`src/rtl/uart_boot_loader.sv`:
```
// UART boot loader: receives a length-prefixed program image over 8N1 serial,
// writes it word by word into instruction memory, then releases the core.
module uart_boot_loader #(
    parameter int          CLKS_PER_BIT = 868,
    parameter int          MAX_WORDS    = 1024,
    parameter logic [31:0] BASE_ADDR    = 32'h0
) (
    input  logic        clock,
    input  logic        reset,
    input  logic        rx_bit,
    output logic        imem_wr,
    output logic [31:0] imem_addr,
    output logic [31:0] imem_wdata,
    output logic        core_reset,
    output logic        boot_done,
    output logic        frame_err,
    output logic        len_err
);

    localparam int TW = $clog2(CLKS_PER_BIT);
    localparam logic [TW-1:0] HALF_T = TW'(CLKS_PER_BIT / 2 - 1);
    localparam logic [TW-1:0] FULL_T = TW'(CLKS_PER_BIT - 1);

    typedef enum logic [1:0] {RX_IDLE, RX_START, RX_DATA, RX_STOP} rx_state_t;
    typedef enum logic [1:0] {LD_LEN, LD_LOAD, LD_DONE, LD_ERROR} ld_state_t;

    logic          rx_meta, rx_sync;
    rx_state_t     rx_state, rx_next;
    logic [TW-1:0] timer, timer_next;
    logic [2:0]    bit_cnt, bit_next;
    logic [7:0]    shift, shift_next;
    logic          stop_bad;

    // Receiver -> loader handshake: byte_valid is a one-cycle pulse carrying
    // byte_data; there is no ready, the loader accepts every pulse it sees.
    logic          byte_valid;
    logic [7:0]    byte_data;

    ld_state_t     ld_state, ld_next;
    logic [1:0]    byte_cnt, byte_cnt_next;
    logic [31:0]   asm_reg, asm_next;
    logic [31:0]   word_count, count_next;
    logic [31:0]   index, index_next;
    logic [31:0]   word_in;
    logic          wr_fire;
    logic          len_bad;

    always_ff @(posedge clock) begin
        if (reset) begin
            rx_meta <= 1'b1;
            rx_sync <= 1'b1;
        end else begin
            rx_meta <= rx_bit;
            rx_sync <= rx_meta;
        end
    end

    always_ff @(posedge clock) begin
        if (reset) begin
            rx_state <= RX_IDLE;
            timer    <= '0;
            bit_cnt  <= '0;
            shift    <= '0;
        end else begin
            rx_state <= rx_next;
            timer    <= timer_next;
            bit_cnt  <= bit_next;
            shift    <= shift_next;
        end
    end

    // Samples land near mid-bit: half a bit after the start edge, then one full bit apart.
    always_comb begin
        rx_next    = rx_state;
        timer_next = timer + 1'b1;
        bit_next   = bit_cnt;
        shift_next = shift;
        byte_valid = 1'b0;
        stop_bad   = 1'b0;
        case (rx_state)
            RX_IDLE: begin
                timer_next = '0;
                if (!rx_sync) rx_next = RX_START;
            end
            RX_START: begin
                if (timer == HALF_T) begin
                    timer_next = '0;
                    bit_next   = '0;
                    rx_next    = rx_sync ? RX_IDLE : RX_DATA;
                end
            end
            RX_DATA: begin
                if (timer == FULL_T) begin
                    timer_next = '0;
                    shift_next = {rx_sync, shift[7:1]};
                    bit_next   = bit_cnt + 3'd1;
                    if (bit_cnt == 3'd7) rx_next = RX_STOP;
                end
            end
            RX_STOP: begin
                if (timer == FULL_T) begin
                    timer_next = '0;
                    rx_next    = RX_IDLE;
                    if (rx_sync) byte_valid = 1'b1;
                    else         stop_bad   = 1'b1;
                end
            end
            default: rx_next = RX_IDLE;
        endcase
    end

    assign byte_data = shift;

    always_ff @(posedge clock) begin
        if (reset) begin
            ld_state   <= LD_LEN;
            byte_cnt   <= '0;
            asm_reg    <= '0;
            word_count <= '0;
            index      <= '0;
        end else begin
            ld_state   <= ld_next;
            byte_cnt   <= byte_cnt_next;
            asm_reg    <= asm_next;
            word_count <= count_next;
            index      <= index_next;
        end
    end

    // Bytes shift in from the top so the first byte ends up in bits 7:0.
    always_comb begin
        ld_next       = ld_state;
        byte_cnt_next = byte_cnt;
        asm_next      = asm_reg;
        count_next    = word_count;
        index_next    = index;
        wr_fire       = 1'b0;
        len_bad       = 1'b0;
        word_in       = {byte_data, asm_reg[31:8]};
        if (byte_valid && (ld_state == LD_LEN || ld_state == LD_LOAD)) begin
            asm_next      = word_in;
            byte_cnt_next = byte_cnt + 2'd1;
            if (byte_cnt == 2'd3) begin
                if (ld_state == LD_LEN) begin
                    count_next = word_in;
                    index_next = '0;
                    if (word_in == 32'd0) begin
                        ld_next = LD_DONE;
                    end else if (word_in > 32'(MAX_WORDS)) begin
                        ld_next = LD_ERROR;
                        len_bad = 1'b1;
                    end else begin
                        ld_next = LD_LOAD;
                    end
                end else begin
                    wr_fire    = 1'b1;
                    index_next = index + 32'd1;
                    if (index + 32'd1 == word_count) ld_next = LD_DONE;
                end
            end
        end
        core_reset = (ld_state != LD_DONE);
        boot_done  = (ld_state == LD_DONE);
    end

    always_ff @(posedge clock) begin
        if (reset) begin
            imem_wr    <= 1'b0;
            imem_addr  <= '0;
            imem_wdata <= '0;
            frame_err  <= 1'b0;
            len_err    <= 1'b0;
        end else begin
            imem_wr <= wr_fire;
            if (wr_fire) begin
                imem_addr  <= BASE_ADDR + {index[29:0], 2'b00};
                imem_wdata <= word_in;
            end
            frame_err <= frame_err | stop_bad;
            len_err   <= len_err | len_bad;
        end
    end

endmodule

```
`config.mk`:
```
export PLATFORM = sky130hd
export DESIGN_NAME = uart_boot_loader
export DESIGN_NICKNAME = d
export VERILOG_FILES = /design/src/rtl/uart_boot_loader.sv
export SDC_FILE = /design/constraint.sdc
export NUM_CORES = 1
export LEC_CHECK = 0
export CAP_MARGIN = 20
export CORE_MARGIN = 2
export CORE_UTILIZATION = 43
export CTS_BUF_LIST = sky130_fd_sc_hd__clkbuf_4 sky130_fd_sc_hd__clkbuf_8
export CTS_CLUSTER_SIZE = 8
export DETAILED_ROUTE_END_ITERATION = 10
export PLACE_DENSITY = 0.65
export RECOVER_POWER = 50
export REMOVE_ABC_BUFFERS = 1
export SLEW_MARGIN = 20
export SYNTH_ARGS = -nofsm -noshare
export SYNTH_HDL_FRONTEND = slang
export SYNTH_SLANG_ARGS = --single-unit
```
`constraint.sdc`:
```
create_clock -name clock -period 2.3 [get_ports clock]
set_clock_uncertainty 0.15 [all_clocks]
set_input_delay 0.46 -clock clock [delete_from_list [all_inputs] [get_ports clock]]
set_output_delay 0.46 -clock clock [all_outputs]
set_load 0.03 [all_outputs]
```
Word-level counts from Yosys, hierarchy flattened
Index checks and enable logic that the tools add are counted.
{"block": "totals", "mem_bits_rw": 0, "latch_bits": 0, "memories": 0, "wordCells": 85, "regBits": 190, "romBits": 0}
{"block": "op_classes", "div": 0, "eq_ne": 16, "order_cmp": 1, "addsub": 4, "n_shift": 0, "n_reduce_logical": 14, "mux": 32, "bitwise_logic": 2, "mul": 0}
{"operator": "$add A32 B1 Y32 const B", "count": 1}
{"operator": "$eq A32 B32 Y1", "count": 1}
{"operator": "$gt A32 B11 Y1 const B", "count": 1}
{"operator": "$logic_not A32 Y1", "count": 1}
{"operator": "$mux W32", "count": 1}
{"operator": "$pmux W10 S3", "count": 1}
{"operator": "$mux W10", "count": 2}
{"operator": "$mux W2", "count": 10}
{"operator": "$mux W1", "count": 14}
{"operator": "$ne A2 B2 Y1 const B", "count": 6}
{"operator": "$add A10 B1 Y10 const B", "count": 1}
{"operator": "$eq A10 B10 Y1 const B", "count": 1}
{"operator": "$eq A10 B9 Y1 const B", "count": 1}
{"operator": "$reduce_and A3 Y1", "count": 3}
{"operator": "$eq A2 B2 Y1 const B", "count": 4}
{"operator": "$pmux W2 S4", "count": 1}
{"operator": "$mux W3", "count": 2}
{"operator": "$pmux W3 S2", "count": 1}
{"operator": "$reduce_and A5 Y1", "count": 1}
{"operator": "$eq A2 B1 Y1 const B", "count": 2}
{"operator": "$logic_not A2 Y1", "count": 2}
{"operator": "$reduce_and A2 Y1", "count": 2}
{"operator": "$reduce_bool A2 Y1", "count": 2}
{"operator": "$add A3 B1 Y3 const B", "count": 1}
{"operator": "6 further kinds", "count": 7}

Logic depth before layout (Yosys ltp)
Gate-level depths: netlist (run 1).
{"block": "depth", "ltp_word": 7, "depth_mapped": 10}

Least setup slack after synthesis (run 1)
Ideal clock, no wire load.
{"block": "synth_timing", "path_kind": "reg2reg", "start": "reg index[1]", "end": "reg ld_state[0]", "path_stages_with_launch": 9, "arrival_time_ns": 2.308, "required_time_ns": 2.015, "setup_ns": 0.135, "slack_ns": -0.293, "synth_period_minus_slack_ns": 2.593, "path_buffers": 0, "cell_sequence": "dfxtp_1 -> ha_1 -> nand3_2 -> nor3_1 -> nand3_1 -> xnor2_1 -> or4_1 -> nor2b_1 -> a311oi_1"}
{"block": "synth_between", "elab_chain_cells": 4}
{"item": "start: declaration", "line_no": "43", "source": "logic [31:0] index, index_next;"}
{"item": "start signal: assignment", "line_no": "126", "source": "index <= index_next;"}
{"item": "$add A32 B1 Y32", "line_no": "158", "source": "if (index + 32'd1 == word_count) ld_next = LD_DONE;"}
{"item": "$eq A32 B32 Y1", "line_no": "158"}
{"item": "$reduce_bool A2 Y1 (no source line)"}
{"item": "$reduce_and A3 Y1 (no source line)"}
{"item": "end signal: assignment", "line_no": "122", "source": "ld_state <= ld_next;"}
{"item": "end: declaration", "line_no": "39", "source": "ld_state_t ld_state, ld_next;"}
Every way passes these cells.
A chain may end at the register's enable or synchronous reset.

Worst setup path in the final report (run 1)
{"block": "layout_timing", "start": "reg timer[0]", "end": "reg index[6]"}
{"block": "layout_between", "elab_chain_cells": 5}
{"item": "start: declaration", "line_no": "29", "source": "logic [TW-1:0] timer, timer_next;"}
{"item": "start signal: assignment", "line_no": "66", "source": "timer <= timer_next;"}
{"item": "$eq A10 B10 Y1", "line_no": "101", "source": "if (timer == FULL_T) begin"}
{"item": "$mux W1", "line_no": "101"}
{"item": "$mux W1", "line_no": "80", "source": "case (rx_state)"}
{"item": "$logic_and A1 B1 Y1", "line_no": "140", "source": "if (byte_valid && (ld_state == LD_LEN || ld_state == LD_LOAD)) begin"}
{"item": "$reduce_and A2 Y1 (no source line)"}
Every way passes these cells.

==> results of run 1 <==
## layer usage
layer | global-route usage (%) | vias up | routed length [um]
met3 | 3.47 | 42 | 1030
met2 | 36.9 | 199 | 11200
li1 | - | 3959 | -
met5 | 0 | - | 0
met4 | 8.41 | 0 | 544
met1 | 31.6 | 3777 | 11100
## layout make-up
type                    instances  area (um^2)  area share [%]
clock buffers                  19          249            2.27
clock inverters                13          165            1.51
inverters                      10         41.3           0.377
multi-input cells             793         4520            41.3
flip-flops and latches        182         3670            33.6
well taps                     265          332            3.03
repair buffers                214         1970            18.0
## cells in the mapped netlist (all sizes together), types with 3 or more instances
cell / number / share of area (%)
a221oi: 3 / 0.39
clkbuf: 47 / 2.2
o31ai: 17 / 1.5
o211ai: 3 / 0.27
inv: 9 / 0.40
mux2i: 4 / 0.48
nand3: 26 / 1.8
o21ai: 37 / 2.2
nor4: 19 / 1.7
a22oi: 3 / 0.27
nand2: 288 / 13
nor3b: 5 / 0.51
o31a: 4 / 0.43
xnor2: 26 / 2.7
nor2: 44 / 2.1
or4: 7 / 0.72
ha: 6 / 0.90
nand3b: 6 / 0.54
and3: 14 / 1.1
nand2b: 9 / 0.67
buf: 29 / 2.2
dfxtp: 182 / 44
and4: 4 / 0.43
and2: 4 / 0.30
nand4: 18 / 1.7
xor2: 20 / 2.1
nor3: 15 / 1.2
or2: 5 / 0.37
a211oi: 3 / 0.27
nor2b: 9 / 0.67
a21oi: 158 / 9.5
o22ai: 4 / 0.30
## worst max path at each step
stage | startpoint | endpoint | slack [ns] | cells after the start
after global routing | timer[0] | index[7] | -0.14 | 10
after CTS | index[1] | ld_state[0] | -0.008 | 10
after detailed placement | index[0] | ld_state[0] | -0.14 | 10
final | timer[0] | index[6] | -0.05 | 8
after floorplan | timer[0] | index[22] | -4.24 | 7
after global placement | index[0] | ld_state[0] | -0.05 | 10
## worst min-delay path, delay by kind of cell
family                 cells  cell delay, ns
buffers and inverters      2            0.32
AOI/OAI and AO/OA          1            0.05
## per-stage QoR
step | utilization, % | instance area, um^2
after detailed placement | 52.1 | 10000
after CTS | 55.5 | 10700
final | 56.8 | 11000
after global routing | 56.8 | 11000
after floorplan | - | 7980
after global placement | 52.1 | 10000
## power by group through the flow
stage | logic (mW) | registers [mW] | clock network, mW
final | 0.0912 | 3.15 | 2.31
after global placement | 0.0908 | 3.23 | 0
after detailed placement | 0.0912 | 3.23 | 0
after CTS | 0.0913 | 3.15 | 2.34
after global routing | 0.0991 | 3.15 | 2.46
after floorplan | 0.0185 | 3.23 | 0
## kinds of logic after synthesis
group                    count (synthesis)  share of synthesized area, %
AO/OA/AOI/OAI                          246                          16.6
other                                    1                        0.0448
XOR/XNOR                                47                          5.09
multiplexers                             4                         0.479
flip-flops                             182                          43.6
buffers and inverters                   87                          5.09
AND/OR/NAND/NOR                        487                          28.2
adder cells (fa/ha/maj)                  7                          1.02
## timing repair
| item | in CTS | in global routing |
|---|---|---|
| setup endpoints to repair | 5 | 123 |
| gates cloned | 0 | 4 |
| pin swaps | 16 | 18 |
| setup buffers | 12 | 7 |
| resized for setup | 47 | 32 |
==> results.yml, run 1 <==
global_route:
  grt_max_degree: 37
  grt.overflow.total: 0
  grt_usage_pct: 23.1
  grt_pass1_vias: 7354
  grt_first_pass_wirelength_um: 37700
  antenna_found_initial: 0
worst_setup_path:
  cp_num_buf_inv: 1
  r2r_slack_ns: -0.05
  rr_worst_depth: 8
  r2r-end: "index[6]"
  worstPathRequired_ns: 2.59
  path_class: "reg2reg"
  cp_top_family: "simple AND/OR/NAND/NOR gates"
  worst_path_largest_cell_delay_ns: 0.46
  arrival_ns: 2.64
  start_kind: "flop"
  critPathMaxFanout: 5
  worst_setup_path_end_kind: "flop"
  worst_path_max_delay_cell: "or3_4"
  cp_cell_sequence: "ha_4, nor2b_1, and4_1, nand3_4, or3_4, buf_12, or4_1, nand2_1"
  r2r-start: "timer[0]"
synthesis:
  synth_warnings: 0
  synth_edf_count: 0
  syn_inst: 1061
  netlist_area_um2: 8360
  ys_seq_area_share_pct: 43.6
  yosysUniqueCellTypes: 82
  synth_top_flop_cell: "dfxtp_1"
  avgSynthCellArea_um2: 7.88
  async_flop_share_pct: 0
  synth-seq-cells: 182
worst_hold_path:
  hold_depth: 3
  hp-class: "in2reg"
  hold_end: "imem_addr[6]"
  worstHoldStart: "reset"
power:
  p_leak_nw: 3.94
  power_mw: 5.55
  combPwrFrac_pct: 1.6
  power.internal_mw: 4.20
  power_density_nw_per_um2: 507
  switchingPower_mw: 1.35
  p_sw_share_pct: 24.4
  seqPwrFrac_pct: 56.8
  ir_worst_vdd_uv: 353
  clkPwrFrac_pct: 41.6
placed_design:
  numPortBuffers: 69
  placedCellCount: 1441
  hpwl_um: 16600
  gp_congestion: 0.906
  pre_cts_slack_ns: -0.137
sta:
  final_hold_viol_count: 0
  timing.fmax_mhz: 426
  post-route-min-period_ns: 2.35
  rsz0062_at_grt: "true"
  timing.hold.ws_ns: 0.236
  setup_viol: 5
  fin_ws_ns: -0.0457
  tightest_slew_ns: 1.20
  drv_slew: 0
  fin_crit_sh_pct: 102
  tns_ns: -0.126
  worst_slew_margin_rel_pct: 19.8
floorplanning:
  core_area_um2: 19300
  die_w_um: 143
  ios: 72
  rows: 51
  initial_core_util_pct: 43.4
  die-area_um2: 20600
  die_h_um: 143
detailed_routing:
  dr_total_vias: 7977
  ant_nets: 0
  dr.pass1.iters: 5
  drt_iter0_drc: 599
  vias_per_cell: 5.33
  wirelength_um: 23900
  wl_per_cell_um: 16.0
  drc: 0
final_layout:
  final_nets: 1227
  fillers: 1856
  final_cells: 1496
  final_cell_mix: "nand2_1, dfxtp_1, a21oi_1"
  drive_gt1_share_pct: 20.7
  syn_to_final_growth_pct: 30.9
  largestRegisters: "imem_wdata (32), index (32), word_count (32)"
  mostFrequentLayoutCell: "nand2_1"
  diodes: 0
clocking:
  cts_hold_buf: 0
  max-clock-path-buffers: 2
  clk_root_buffer_cell: "clkbuf_8"
  path_clk_slew_ns: 0.10
  numCtsBuffers: 17
  cts_sinks: 182
  cts_tree: "yes"
  htreeDepth: 4
  insertion_delay_ns: 0.49
outcome:
  violations: "setup timing"
  status: "complete, but fails checks"
run:
  drv_cap: 0
Power figures use the tool's default switching activity.
==> run 2, diff against run 1 <==
--- a/config.mk
+++ b/config.mk
@@ -5,10 +5,10 @@
 export SDC_FILE = /design/constraint.sdc
 export NUM_CORES = 1
 export LEC_CHECK = 0
-export CAP_MARGIN = 20
-export CORE_MARGIN = 2
+export CAP_MARGIN = 0
+export CORE_MARGIN = 4
 export CORE_UTILIZATION = 43
-export CTS_BUF_LIST = sky130_fd_sc_hd__clkbuf_4 sky130_fd_sc_hd__clkbuf_8
+export CTS_BUF_LIST = sky130_fd_sc_hd__clkbuf_4
 export CTS_CLUSTER_SIZE = 8
 export DETAILED_ROUTE_END_ITERATION = 10
 export PLACE_DENSITY = 0.65
==> run 2 against run 1 <==
The flow still finishes with violations (setup timing). Routed wire length grew 6.3%. Sequential power barely moved. Core utilization up 1.3 points. Maximum frequency increased by 0.46%. Power shrank 9.8%. Cell count rose by 0.60%. Critical path type unchanged. Critical endpoint is now imem_wdata[9]. Largest cell class unchanged.
==> results.yml, run 2 (same netlist as run 1, synthesis figures left out) <==
final_layout:
  syn_to_final_growth_pct: 31.3
  mostFrequentLayoutCell: "nand2_1"
  largestRegisters: "imem_wdata (32), index (32), word_count (32)"
  final_nets: 1240
  drive_gt1_share_pct: 27.9
  final_cell_mix: "nand2_1, dfxtp_1, buf_4"
sta:
  rsz0062_at_grt: "true"
  worst_slew_margin_rel_pct: 54.6
  timing.fmax_mhz: 428
  drv_slew: 0
  timing.hold.ws_ns: 0.280
  tightest_slew_ns: 0.680
  final_hold_viol_count: 0
  post-route-min-period_ns: 2.34
  setup_viol: 12
  fin_crit_sh_pct: 102
  fin_ws_ns: -0.0350
global_route:
  grt.overflow.total: 0
  antenna_found_initial: 1
  grt_pass1_vias: 7383
  grt_first_pass_wirelength_um: 37200
  grt_usage_pct: 20.8
  grt_max_degree: 75
worst_setup_path:
  worst_path_max_delay_cell: "dfxtp_2"
  start_kind: "flop"
  worst_path_largest_cell_delay_ns: 0.39
  arrival_ns: 2.65
  worst_setup_path_end_kind: "flop"
  worstPathRequired_ns: 2.62
  critPathMaxFanout: 5
  cp_cell_sequence: "ha_4, and4bb_1, buf_4, nand4_1, nor4_2, nand3_2, buf_6, clkbuf_16, nand2_2, a21oi_2"
  path_class: "reg2reg"
detailed_routing:
  vias_per_cell: 5.42
  drt_iter0_drc: 697
  wirelength_um: 25400
  drc: 0
  dr_total_vias: 8158
  ant_nets: 0
  dr.pass1.iters: 5
  wl_per_cell_um: 16.9
clocking:
  max-clock-path-buffers: 2
  insertion_delay_ns: 0.60
  cts_sinks: 182
  cts_tree: "yes"
  numCtsBuffers: 17
  path_clk_slew_ns: 0.17
  clk_root_buffer_cell: "clkbuf_4"
  htreeDepth: 4
placed_design:
  hpwl_um: 16300
  pre_cts_slack_ns: -0.0979
  gp_congestion: 0.907
  numPortBuffers: 69
floorplanning:
  die_w_um: 147
  initial_core_util_pct: 44.3
  rows: 50
  ios: 72
  core_area_um2: 18900
  die_h_um: 147
  die-area_um2: 21700
outcome:
  status: "complete, but fails checks"
  violations: "setup timing"
power:
  ir_worst_vdd_uv: 303
  power_density_nw_per_um2: 456
  p_leak_nw: 4.00
worst_hold_path:
  hp-class: "reg2reg"
run:
  drv_cap: 0
[run 2: worst paths after layout]
| path | from | end | slack (ns) | depth (start not counted) |
|---|---|---|---|---|
| max | timer[1] | imem_wdata[9] | -0.04 | 10 |
| min | rx_meta | rx_sync | 0.28 | 1 |
| max reg2reg | timer[1] | imem_wdata[9] | -0.04 | 10 |
| min reg2reg | rx_meta | rx_sync | 0.28 | 1 |
[run 2: through the flow]
step           instances  TNS [ns]  power [mW]  area, um^2  util [%]
4_1_cts             1485   -0.0117        5.05       10500      55.5
6_report            1505    -0.146        5.00       11000      58.1
3_3_place_gp        1447    -0.169        3.31       10100      53.3
2_1_floorplan        985   -257.37        3.25        7980         -
3_5_place_dp        1447    -0.251        3.31       10100      53.3
5_1_grt             1505     -3.55        5.19       11000      58.1
[run 2: worst max-delay path, delay by kind of cell, from the launching register on]
kind                       cells  cell delay [ns]
AOI/OAI and AO/OA              1             0.05
DFF                            1             0.39
and+or+nand+nor                5             0.99
adders and majority gates      1             0.13
buffers and inverters          3             0.49
[run 2: final cells by class]
type                       instances  area (um^2)
antenna                            1         2.50
timing repair buffer             227         1760
inverter                          10         41.3
tap                              260          325
clock inverter                    15          145
sequential                       182         3680
clock buffer                      17          128
fill                            1787         7910
multi-input combinational        793         4900
[run 2: power by group]
part           internal [mW]  total [mW]  switching, mW
logic                 0.0195      0.0915         0.0719
registers               3.15        3.15        0.00227
clock network          0.479        1.76           1.28
[run 2: layer usage]
| layer | track usage [%] | wire length, um | part of all wire [%] | up-vias |
|---|---|---|---|---|
| met5 | 0 | 0 | 0 | - |
| met4 | 4.38 | 357 | 1.4 | 0 |
| met3 | 4.23 | 1250 | 4.9 | 37 |
| met2 | 34.9 | 12200 | 48 | 204 |
| met1 | 27.9 | 11500 | 45 | 3908 |
| li1 | - | - | - | 4009 |
[run 2: repair_timing]
action                                  in CTS  in global routing
resized for setup                           41                221
endpoints found under the setup margin      31                159
hold buffers                                 1                  0
gates cloned                                 0                  8
hold endpoints to repair                     1                  0
pin swaps                                    9                 51
buffers inserted                             5                 11
==> run 3, diff against run 2 <==
--- a/config.mk
+++ b/config.mk
@@ -6,11 +6,11 @@
 export NUM_CORES = 1
 export LEC_CHECK = 0
 export CAP_MARGIN = 0
-export CORE_MARGIN = 4
 export CORE_UTILIZATION = 43
 export CTS_BUF_LIST = sky130_fd_sc_hd__clkbuf_4
 export CTS_CLUSTER_SIZE = 8
 export DETAILED_ROUTE_END_ITERATION = 10
+export GPL_ROUTABILITY_DRIVEN = 1
 export PLACE_DENSITY = 0.65
 export RECOVER_POWER = 50
 export REMOVE_ABC_BUFFERS = 1
==> run 3 against run 2 <==
The flow still finishes with violations (setup timing). Flip-flop and latch count unchanged. Critical path depth increased by 1. Worst hold slack got worse by 0.011 ns. First-iteration DRC count decreased by 2.7%. Power increased by 2.4%. Cell count decreased by 0.73%. Routed wire length decreased by 6.5%. Maximum frequency decreased by 1.1%. Largest cell class unchanged.
==> results.yml, run 3 (same netlist as run 1, synthesis figures left out) <==
clocking:
  path_clk_slew_ns: 0.17
  max-clock-path-buffers: 2
  clk_root_buffer_cell: "clkbuf_4"
  htreeDepth: 4
  cts_tree: "yes"
  cts_sinks: 182
  numCtsBuffers: 17
  insertion_delay_ns: 0.62
floorplanning:
  ios: 72
  die_h_um: 141
  die_w_um: 141
  initial_core_util_pct: 44.3
  die-area_um2: 20000
  core_area_um2: 18900
  rows: 50
worst_setup_path:
  cp_top_family: "simple AND/OR/NAND/NOR gates"
  worst_path_largest_cell_delay_ns: 0.39
  arrival_ns: 2.72
  worstPathRequired_ns: 2.66
  path_class: "reg2reg"
  cp_cell_sequence: "buf_6, nand4_4, buf_6, buf_4, nor4_4, buf_4, xnor2_2, o211ai_1, nor4_4, nor2b_2, a311oi_1"
  worst_setup_path_end_kind: "flop"
  start_kind: "flop"
  cp_num_buf_inv: 4
  worst_path_max_delay_cell: "dfxtp_2"
  critPathMaxFanout: 5
power:
  ir_worst_vdd_uv: 309
  p_leak_nw: 3.85
  power_density_nw_per_um2: 487
  power_mw: 5.12
sta:
  setup_viol: 9
  timing.fmax_mhz: 423
  post-route-min-period_ns: 2.36
  worst_slew_margin_rel_pct: 40.9
  rsz0062_at_grt: "true"
  tightest_slew_ns: 0.886
  fin_crit_sh_pct: 103
  drv_slew: 0
  final_hold_viol_count: 0
  fin_ws_ns: -0.0617
  tns_ns: -0.208
global_route:
  grt_max_degree: 72
  grt_usage_pct: 24.0
  grt.overflow.total: 0
  grt_pass1_vias: 7342
  antenna_found_initial: 1
  grt_first_pass_wirelength_um: 38000
detailed_routing:
  dr_total_vias: 7947
  ant_nets: 0
  dr.pass1.iters: 6
  vias_per_cell: 5.32
  wl_per_cell_um: 15.9
  drt_iter0_drc: 678
  drc: 0
  wirelength_um: 23700
placed_design:
  hpwl_um: 16300
  numPortBuffers: 69
  gp_congestion: 0.907
final_layout:
  syn_to_final_growth_pct: 25.8
  mostFrequentLayoutCell: "nand2_1"
  utilization_pct: 55.7
  drive_gt1_share_pct: 20.4
  final_cell_mix: "nand2_1, dfxtp_1, a21oi_1"
  largestRegisters: "imem_wdata (32), index (32), word_count (32)"
  final_nets: 1229
worst_hold_path:
  hp-class: "in2reg"
outcome:
  status: "complete, but fails checks"
  violations: "setup timing"
run:
  drv_cap: 0
-- run 3: changes by cell type in the layout (fill, tap and decap cells not counted), sizes merged --
cell / previous run / this run
dlygate4sd2: 4 / 7
buf: 150 / 140
bufinv: 0 / 1
clkbuf: 82 / 65
clkinv: 7 / 5
dlymetal6s2s: 3 / 0
clkinvlp: 3 / 2
clkdlybuf4s50: 3 / 19
inv: 15 / 17
-- run 3: worst paths after layout --
check                           cells after the start  startpoint           to  slack (ns)
worst max-delay path                               11    index[1]  ld_state[0]       -0.06
worst min-delay path                                2      rx_bit      rx_meta        0.27
worst max register to register                     11    index[1]  ld_state[0]       -0.06
worst min register to register                      1     rx_meta      rx_sync        0.28
-- run 3: power by group --
group          switching (mW)  total, mW  internal, mW  leakage (nW)
combinational          0.0699     0.0899        0.0200          2.22
clock                    1.28       1.87         0.591         0.159
sequential            0.00251       3.16          3.16          1.47
-- run 3: final cells by class --
cell class	count	area, um^2
timing repair buffer	216	1680
inverter	10	41.3
clock buffer	17	128
fill	1822	8370
clock inverter	15	164
sequential	182	3660
multi-input combinational	793	4520
antenna	1	2.50
tap	260	325
-- run 3: worst register-to-register path: stages, from the launching register on --
cell and delay, ns:
dfxtp_2 0.39, buf_6 0.11, nand4_4 0.17, buf_6 0.18, buf_4 0.13, nor4_4 0.14, buf_4 0.17, xnor2_2 0.12
o211ai_1 0.15, nor4_4 0.27, nor2b_2 0.19, a311oi_1 0.08
-- run 3: per-stage QoR --
step                      area, um^2  cells  setup slack [ns]  hold slack [ns]
after detailed placement       10100   1444            -0.125            0.244
final                          10500   1494           -0.0617            0.269
after global placement         10100   1444            -0.124            0.241
after global routing           10500   1494            -0.204            0.262
after CTS                      10600   1488           -0.0162            0.256
after floorplan                 7980    985             -4.24            0.239
-- run 3: layer usage --
metal | wire (um) | track usage [%] | vias up
met2 | 10900 | 39.2 | 218
met3 | 1050 | 3.54 | 28
met4 | 372 | 6.96 | 0
met5 | 0 | 0 | -
met1 | 11400 | 32.9 | 3731
li1 | - | - | 3970
-- run 3: what timing repair did --
action | CTS | global route
endpoints found under the setup margin | 20 | 101
setup buffers | 11 | 5
resized for setup | 51 | 69
gates cloned | 0 | 1
endpoints found under the hold margin | 2 | 0
hold buffers | 1 | 0
pin swaps | 14 | 11
